File: config.mk
export PLATFORM = sky130hd
export DESIGN_NAME = clock_freq_meter_flat
export DESIGN_NICKNAME = d
export VERILOG_FILES = /design/src/rtl/clock_freq_meter_if.sv /design/src/rtl/clock_freq_meter.sv /design/src/flat_wrapper.sv
export SDC_FILE = /design/constraint.sdc
export NUM_CORES = 1
export LEC_CHECK = 0
export BUFFER_PORTS_ARGS = -buffer_cell sky130_fd_sc_hd__buf_4
export CAP_MARGIN = 0
export CORE_MARGIN = 1
export CORE_UTILIZATION = 45
export CTS_BUF_LIST = sky130_fd_sc_hd__clkbuf_4 sky130_fd_sc_hd__clkbuf_8
export DETAILED_ROUTE_END_ITERATION = 7
export PLACE_DENSITY = 0.74
export SETUP_SLACK_MARGIN = 0.4
export SLEW_MARGIN = 20
export SYNTH_ARGS = -nofsm -noshare
export SYNTH_HDL_FRONTEND = slang
export SYNTH_SLANG_ARGS = --single-unit
File: constraint.sdc
create_clock -name clk -period 2.4 [get_ports clk]
set_input_delay 0.24 -clock clk [delete_from_list [all_inputs] [get_ports clk]]
set_output_delay 0.24 -clock clk [all_outputs]
set_load 0.01 [all_outputs]
File: src/rtl/clock_freq_meter_if.sv
// Bus bundle for clock_freq_meter.
// master (testbench/consumer): drives enable and meas_clk, observes results.
// slave  (meter):              samples enable/meas_clk, drives all results.
//   enable        measurement enable, synchronous to clk
//   meas_clk      clock under test, asynchronous to clk
//   edge_count    rising edges counted in the last completed window
//   count_valid   one-cycle pulse when edge_count updates
//   overflow      last completed window saturated
//   period        clk cycles between the last two meas_clk rises
//   period_valid  one-cycle pulse when period updates
//   stalled       no meas_clk rise for 2^PER_W-1 cycles
interface clock_freq_meter_if #(
    parameter int unsigned CNT_W = 16,
    parameter int unsigned PER_W = 16
);
    logic             enable;
    logic             meas_clk;
    logic [CNT_W-1:0] edge_count;
    logic             count_valid;
    logic             overflow;
    logic [PER_W-1:0] period;
    logic             period_valid;
    logic             stalled;

    modport master (
        output enable, meas_clk,
        input  edge_count, count_valid, overflow, period, period_valid, stalled
    );

    modport slave (
        input  enable, meas_clk,
        output edge_count, count_valid, overflow, period, period_valid, stalled
    );
endinterface

File: src/rtl/clock_freq_meter.sv
// Measures an asynchronous clock against clk: counts meas_clk rising edges
// over a GATE_CYCLES window and reports the rise-to-rise period in clk cycles.
// Ports:
//   clk     system clock, all logic on posedge
//   resetn  asynchronous active-low reset
//   bus     clock_freq_meter_if.slave (enable, meas_clk in; results out)
module clock_freq_meter #(
    parameter int unsigned GATE_CYCLES = 1024,
    parameter int unsigned CNT_W       = 16,
    parameter int unsigned PER_W       = 16
) (
    input  logic                clk,
    input  logic                resetn,
    clock_freq_meter_if.slave   bus
);
    localparam int unsigned     GCNT_W    = $clog2(GATE_CYCLES);
    localparam logic [GCNT_W-1:0] GCNT_LAST = GCNT_W'(GATE_CYCLES - 1);
    localparam logic [CNT_W-1:0]  ACC_MAX   = '1;
    localparam logic [PER_W-1:0]  PCNT_MAX  = '1;

    // Synchronizer and rise detect; runs regardless of enable
    logic r_s1, r_s2, r_s3;
    logic w_rise;

    always_ff @(posedge clk or negedge resetn) begin
        if (!resetn) begin
            r_s1 <= 1'b0;
            r_s2 <= 1'b0;
            r_s3 <= 1'b0;
        end else begin
            r_s1 <= bus.meas_clk;
            r_s2 <= r_s1;
            r_s3 <= r_s2;
        end
    end

    assign w_rise = r_s2 & ~r_s3;

    // Gate window state
    logic [GCNT_W-1:0] r_gcnt;
    logic [CNT_W-1:0]  r_acc;
    logic              r_acc_ovf;
    logic [CNT_W-1:0]  r_edge_count;
    logic              r_count_valid;
    logic              r_overflow;
    logic [CNT_W-1:0]  w_acc_next;
    logic              w_acc_ovf_next;

    // Saturating accumulate; overflow flags a rise lost at full scale
    always_comb begin
        w_acc_next     = r_acc;
        w_acc_ovf_next = r_acc_ovf;
        if (w_rise) begin
            if (r_acc == ACC_MAX) begin
                w_acc_ovf_next = 1'b1;
            end else begin
                w_acc_next = r_acc + CNT_W'(1);
            end
        end
    end

    // Window counter; the terminal cycle's rise lands in the closing window
    always_ff @(posedge clk or negedge resetn) begin
        if (!resetn) begin
            r_gcnt        <= '0;
            r_acc         <= '0;
            r_acc_ovf     <= 1'b0;
            r_edge_count  <= '0;
            r_count_valid <= 1'b0;
            r_overflow    <= 1'b0;
        end else begin
            r_count_valid <= 1'b0;
            if (!bus.enable) begin
                r_gcnt    <= '0;
                r_acc     <= '0;
                r_acc_ovf <= 1'b0;
            end else if (r_gcnt == GCNT_LAST) begin
                r_edge_count  <= w_acc_next;
                r_overflow    <= w_acc_ovf_next;
                r_count_valid <= 1'b1;
                r_gcnt        <= '0;
                r_acc         <= '0;
                r_acc_ovf     <= 1'b0;
            end else begin
                r_gcnt    <= r_gcnt + GCNT_W'(1);
                r_acc     <= w_acc_next;
                r_acc_ovf <= w_acc_ovf_next;
            end
        end
    end

    // Period measurement and stall detect
    logic [PER_W-1:0] r_pcnt;
    logic             r_armed;
    logic [PER_W-1:0] r_period;
    logic             r_period_valid;
    logic             r_stalled;

    // pcnt restarts at 1 on a rise so rises N cycles apart report N
    always_ff @(posedge clk or negedge resetn) begin
        if (!resetn) begin
            r_pcnt         <= '0;
            r_armed        <= 1'b0;
            r_period       <= '0;
            r_period_valid <= 1'b0;
            r_stalled      <= 1'b0;
        end else begin
            r_period_valid <= 1'b0;
            if (!bus.enable) begin
                r_pcnt  <= '0;
                r_armed <= 1'b0;
            end else if (w_rise) begin
                if (r_armed) begin
                    r_period       <= r_pcnt;
                    r_period_valid <= 1'b1;
                end
                r_pcnt    <= PER_W'(1);
                r_armed   <= 1'b1;
                r_stalled <= 1'b0;
            end else if (r_pcnt == PCNT_MAX) begin
                r_stalled <= 1'b1;
                r_armed   <= 1'b0;
            end else begin
                r_pcnt <= r_pcnt + PER_W'(1);
            end
        end
    end

    assign bus.edge_count   = r_edge_count;
    assign bus.count_valid  = r_count_valid;
    assign bus.overflow     = r_overflow;
    assign bus.period       = r_period;
    assign bus.period_valid = r_period_valid;
    assign bus.stalled      = r_stalled;

endmodule
File: src/flat_wrapper.sv
// flat-port wrapper written by rule: the top's interface ports become plain ports
module clock_freq_meter_flat 
#(
    parameter int unsigned GATE_CYCLES = 1024,
    parameter int unsigned CNT_W       = 16,
    parameter int unsigned PER_W       = 16
)
  (clk, resetn, bus_enable, bus_meas_clk, bus_edge_count, bus_count_valid, bus_overflow, bus_period, bus_period_valid, bus_stalled);
  clock_freq_meter_if #(.CNT_W(CNT_W), .PER_W(PER_W)) bus_i ();
  input  logic clk;
  input  logic resetn;
  input wire logic [$bits(bus_i.enable)-1:0] bus_enable;
  input wire logic [$bits(bus_i.meas_clk)-1:0] bus_meas_clk;
  output wire logic [$bits(bus_i.edge_count)-1:0] bus_edge_count;
  output wire logic [$bits(bus_i.count_valid)-1:0] bus_count_valid;
  output wire logic [$bits(bus_i.overflow)-1:0] bus_overflow;
  output wire logic [$bits(bus_i.period)-1:0] bus_period;
  output wire logic [$bits(bus_i.period_valid)-1:0] bus_period_valid;
  output wire logic [$bits(bus_i.stalled)-1:0] bus_stalled;
  assign bus_i.enable = bus_enable;
  assign bus_i.meas_clk = bus_meas_clk;
  assign bus_edge_count = bus_i.edge_count;
  assign bus_count_valid = bus_i.count_valid;
  assign bus_overflow = bus_i.overflow;
  assign bus_period = bus_i.period;
  assign bus_period_valid = bus_i.period_valid;
  assign bus_stalled = bus_i.stalled;
  clock_freq_meter #(.GATE_CYCLES(GATE_CYCLES), .CNT_W(CNT_W), .PER_W(PER_W)) u_core (.clk(clk), .resetn(resetn), .bus(bus_i));
endmodule
======== Word level (Yosys, flattened, before mapping) ========
Index checks and enable logic that the tools add are counted.
operators by class
  add/sub/neg operators ................... 3
  eq/ne operators ......................... 5
  muxes and demuxes ....................... 23
  bitwise gates (word level) .............. 2
  reduce and logical (&&, ||, !) cells .... 4
operators with widths
  operator                 number
  $mux W16                 7
  $add A16 B1 Y16 const B  2
  $eq A16 B16 Y1 const B   2
  $mux W10                 2
  $mux W1                  14
  $add A10 B1 Y10 const B  1
  $eq A10 B10 Y1 const B   1
  $reduce_and A2 Y1        2
  $ne A3 B1 Y1 const B     1
  $ne A3 B2 Y1 const B     1
  $reduce_and A3 Y1        1
  $reduce_bool A2 Y1       1
  $and A1 B1 Y1            1
  $not A1 Y1               1
storage, ports and cells
  register bits after elaboration ......... 83
  input port bits ......................... 4
  output and inout bits ................... 36
  logic and storage cells ................. 51

======== Longest topological paths before layout ========
  depth in word-level cells ............... 5
  depth in mapped cells ................... 7
  depth with buffers taken out ............ 6

======== Worst setup path after synthesis ========
OpenSTA, ideal clock, no wires.
  kind .................................... register to register
  from .................................... register u_core.r_pcnt[0]
  to ...................................... register u_core.r_pcnt[0]
  setup time .............................. 0.120 ns
  arrival ................................. 1.895 ns
  data required time ...................... 2.280 ns
  slack ................................... 0.385 ns
  stages on the path, launching flop included .. 7
  buffers on the path ..................... 1
  clock period less this slack ............ 2.015 ns
  cells stage by stage .................... dfrtp_1 ha_1 nand4_4 or4_1 buf_2 or3_1 and3_1
between the ends
  word-level cells in the longest chain between the ends .. 4
  elaborated cells between the ends (all ways) .. 6
  classes of those cells .................. add/sub (1); eq/ne (2); mux (3)
ends and longest elaborated chain
  element                 line                     source
  from (decl)             clock_freq_meter.sv:93   logic [PER_W-1:0] r_pcnt;
  from (signal assigned)  clock_freq_meter.sv:124  r_pcnt <= r_pcnt + PER_W'(1);
  $add A16 B1 Y16         clock_freq_meter.sv:124
  $mux W16                clock_freq_meter.sv:120  end else if (r_pcnt == PCNT_MAX) begin
  $mux W16                clock_freq_meter.sv:112  end else if (w_rise) begin
  $mux W16                clock_freq_meter.sv:109  if (!bus.enable) begin
Parallel ways exist; a longest one is shown, timed or not. The select of a mux whose other input is x is not followed.
A chain may end at the register's enable or synchronous reset.

======== Final worst setup path ========
  from .................................... register u_core.r_acc[5]
  to ...................................... register u_core.r_edge_count[11], in the netlist u_core.bus.edge_count[11]
between the ends
  word-level cells in the longest chain between the ends .. 3
  elaborated cells between the ends (all ways) .. 4
  classes of those cells .................. add/sub (1); eq/ne (1); mux (2)
ends and longest elaborated chain
  element                                            line                                            source
  from (decl)                                        clock_freq_meter.sv:41                          logic [CNT_W-1:0] r_acc;
  from (signal assigned)                             clock_freq_meter.sv:86                          r_acc <= w_acc_next;
  $add A16 B1 Y16 or $eq A16 B16 Y1 (tied branches)  clock_freq_meter.sv:57, clock_freq_meter.sv:54
  $mux W16 (*)                                       clock_freq_meter.sv:54                          if (r_acc == ACC_MAX) begin
  $mux W16 (*)                                       clock_freq_meter.sv:53                          if (w_rise) begin
  to (signal assigned)                               clock_freq_meter.sv:78                          r_edge_count <= w_acc_next;
  to (decl)                                          clock_freq_meter.sv:43                          logic [CNT_W-1:0] r_edge_count;
Every way passes the cells marked *; elsewhere a longest branch is shown, timed or not.

==> results.cfg <==
[outcome]
status = completed

[detailed_routing]
ant_nets = 0
wire_per_inst_um = 14.7
topRoutingLayerUsed = met4
route.met2.wl_um = 3600
drtIter0Drc = 189
wl_met1_um = 3900
firstDrtPassIters = 4
routed_wl_um = 7850
drc = 0
dr_wl_met3_um = 216
avgViaCountPerCell = 5.68
vias = 3039

[setup_path]
r2r_slack_ns = 0.46
start_kind = flip-flop
critPathKind = flip-flop to flip-flop
path_max_fanout = 8
critPathRequiredTime_ns = 2.68
worstPathArrival_ns = 2.23
critPathCaptureType = flip-flop

[cells_and_area]
final_nets = 432
syn_to_final_growth_pct = 20.2
n_antenna_cell = 0
fill_cells = 724
drive_above_1_share_pct = 23.7

[sta]
final.setup_skew_ns = 0.0115
finalSetupViolCount = 0
rsz0062_at_grt = no
worst_pin_slew_ns = 0.735
max_slew_margin_pct = 50.5
tns_ns = 0
post-route-min-period_ns = 1.94
drv_slew = 0
hold_violations = 0
max_clock_freq_ghz = 0.514
fin_hold_ws_ns = 0.163
period_share_pct = 81.0

[grt]
grt_start_max_net_pins = 80
grt_pass1_wl_um = 12800
track_usage_pct = 18.2
grt_pass1_vias = 2641
grt_antenna_before_repair = 0
gr-total-overflow = 0

[synthesis]
synth.avg_cell_area_sq_um = 10.4
yosys.area.top_type_share_pct = 53.9
syn-num-nets = 379
synth_area_leaders = dfrtp_1 54%, mux2_2 3.8%, a21oi_1 3.4%, nand2_1 3.2%, nand3_1 3.1%
yosysTopAreaCell = dfrtp_1
ys_types = 47
syn_inst = 372
synth_edf_count = 0
ys_seq_area_share_pct = 53.9
ys_warn_count = 0
syn-cell-area_sq_um = 3850
synth-main-ff-cell = dfrtp_1
synth_seq_cells = 83
synth-async-reset-ratio_pct = 100

[cts]
clk_pin_slew_ns = 0.08
cts_tree = done
root_buffer = clkbuf_8
h-tree-depth = 3
cts.sinks = 83
worst_skew_pair.late_latency_ns = 0.35
cts_made_buffers = 9
clk_path_buf_depth = 2

[die]
boundaryPins = 40
start_util_pct = 46.6
die_area_sq_um = 8930
chipWidth_um = 94.5
core_area_sq_um = 8260
fp-row-count = 33
die_height_um = 94.5

[placed_design]
port_buffers = 39
place_hpwl_um = 5160
routabilityCongestion = 0.822

[run]
max_cap_violations = 0

[min_path]
hp-class = input pin to flip-flop

[power]
peakVddDrop_v = 0.000313
p_leak_nw = 2.07
power_density_nw_per_um2 = 563
report_power, final:
part	total (mW)	internal [mW]	switching, mW
clock	1.05	0.542	0.508
combinational	0.122	0.0498	0.0722
sequential	1.44	1.42	0.0178
total	2.61	2.01	0.598
cells in the final DEF (no fill, tap or decap), types with 12 or more instances in the layout:
cell type  count
dfrtp_1       82
buf_4         54
nand2_1       33
a21oi_1       26
nand3_1       24
o21ai_0       23
nor2_1        18
mux2_2        13
or3_1         12
worst max-delay path: stages (launching register included):
cell     delay [ns]
dfrtp_1        0.51
nand4_4        0.21
or4_4          0.60
or4_1          0.47
nand3_1        0.09
final timing paths:
path,startpoint,end,cells after the start
setup / recovery,u_core.r_acc[5]$_DFF_PN0_,u_core.bus.edge_count[11]$_DFFE_PN0P_,4
hold reg to reg,u_core.r_s1$_DFF_PN0_,u_core.r_s2$_DFF_PN0_,0
hold / removal,bus_enable,u_core.bus.stalled$_DFFE_PN0P_,2
min in group asynchronous,resetn,u_core.bus.edge_count[4]$_DFFE_PN0P_,2
max in group asynchronous,resetn,u_core.r_pcnt[0]$_DFFE_PN0P_,3
setup reg to reg,u_core.r_acc[5]$_DFF_PN0_,u_core.bus.edge_count[11]$_DFFE_PN0P_,4
routing by layer:
layer | up-vias | track usage (%)
met5 | - | 0
met4 | 0 | 7.58
met3 | 11 | 2.33
met2 | 44 | 27.1
met1 | 1502 | 26.8
li1 | 1482 | -
kinds of logic after synthesis:
kind of cell,after synthesis,share of synthesized area [%]
AOI/OAI and AO/OA,76,11.8
xor gates and xnor gates,14,3.18
adders and majority gates,3,0.975
buffers and inverters,27,2.70
DFF,83,53.9
muxes,16,4.58
and+or+nand+nor,153,22.9
cells in the mapped netlist (4+ instances only):
master and number:
nand2_1 33, nand2b_1 4, nor3_1 8, xor2_1 6
o211ai_1 9, a21oi_1 26, nor2_1 18, o21ai_0 23
or3_1 12, mux2_2 13, dfrtp_1 83, xnor2_1 8
a31oi_1 5, nand3_1 24, and2_1 4, nor4_1 8
clkbuf_1 14, or4_1 9, nand4_1 11, inv_1 10
cell type report:
cell class,count,area (sq um),share of cell area (%)
Tap cell,105,131,2.84
Timing Repair Buffer,58,457,9.87
Clock buffer,11,151,3.27
Sequential cell,83,2080,44.9
Inverter,10,41.3,0.892
Multi-Input combinational cell,262,1700,36.8
Timing Repair inverter,1,7.51,0.162
Clock inverter,5,60.1,1.30
metrics by stage:
step / instances / total power, mW / util, % / instance area (sq um) / setup WS, ns
finish: 535 / 2.61 / 56.0 / 4630 / 0.455
global route: 535 / 2.71 / 56.0 / 4630 / 0.399
CTS: 528 / 2.63 / 55.1 / 4550 / 0.407
detailed placement: 508 / 1.57 / 52.0 / 4300 / 0.259
global placement: 508 / 1.57 / 52.0 / 4300 / 0.352
floorplan: 372 / 1.51 / - / 3850 / 0.414
state kept, by name (all words and copies together) (netlist names):
| name | cells |
|---|---|
| u_core.r_s3 | 1 |
| u_core.bus.period | 16 |
| u_core.r_gcnt | 10 |
| u_core.bus.stalled | 1 |
| u_core.r_s2 | 1 |
| u_core.bus.edge_count | 16 |
| u_core.bus.count_valid | 1 |
| u_core.r_pcnt | 16 |
| u_core.r_s1 | 1 |
| u_core.bus.overflow | 1 |
| u_core.r_acc | 16 |
| u_core.bus.period_valid | 1 |
| u_core.r_acc_ovf | 1 |
| u_core.r_armed | 1 |
what timing repair did:
action	4_1_cts	5_1_grt
hold buffers	2	0
cloned	0	1
gates resized for setup	2	6
endpoints found under the setup margin	11	17
buffers inserted	2	6
pin swaps	1	1
endpoints found under the hold margin	84	0
Note: power is estimated with default switching activity, not from simulation.
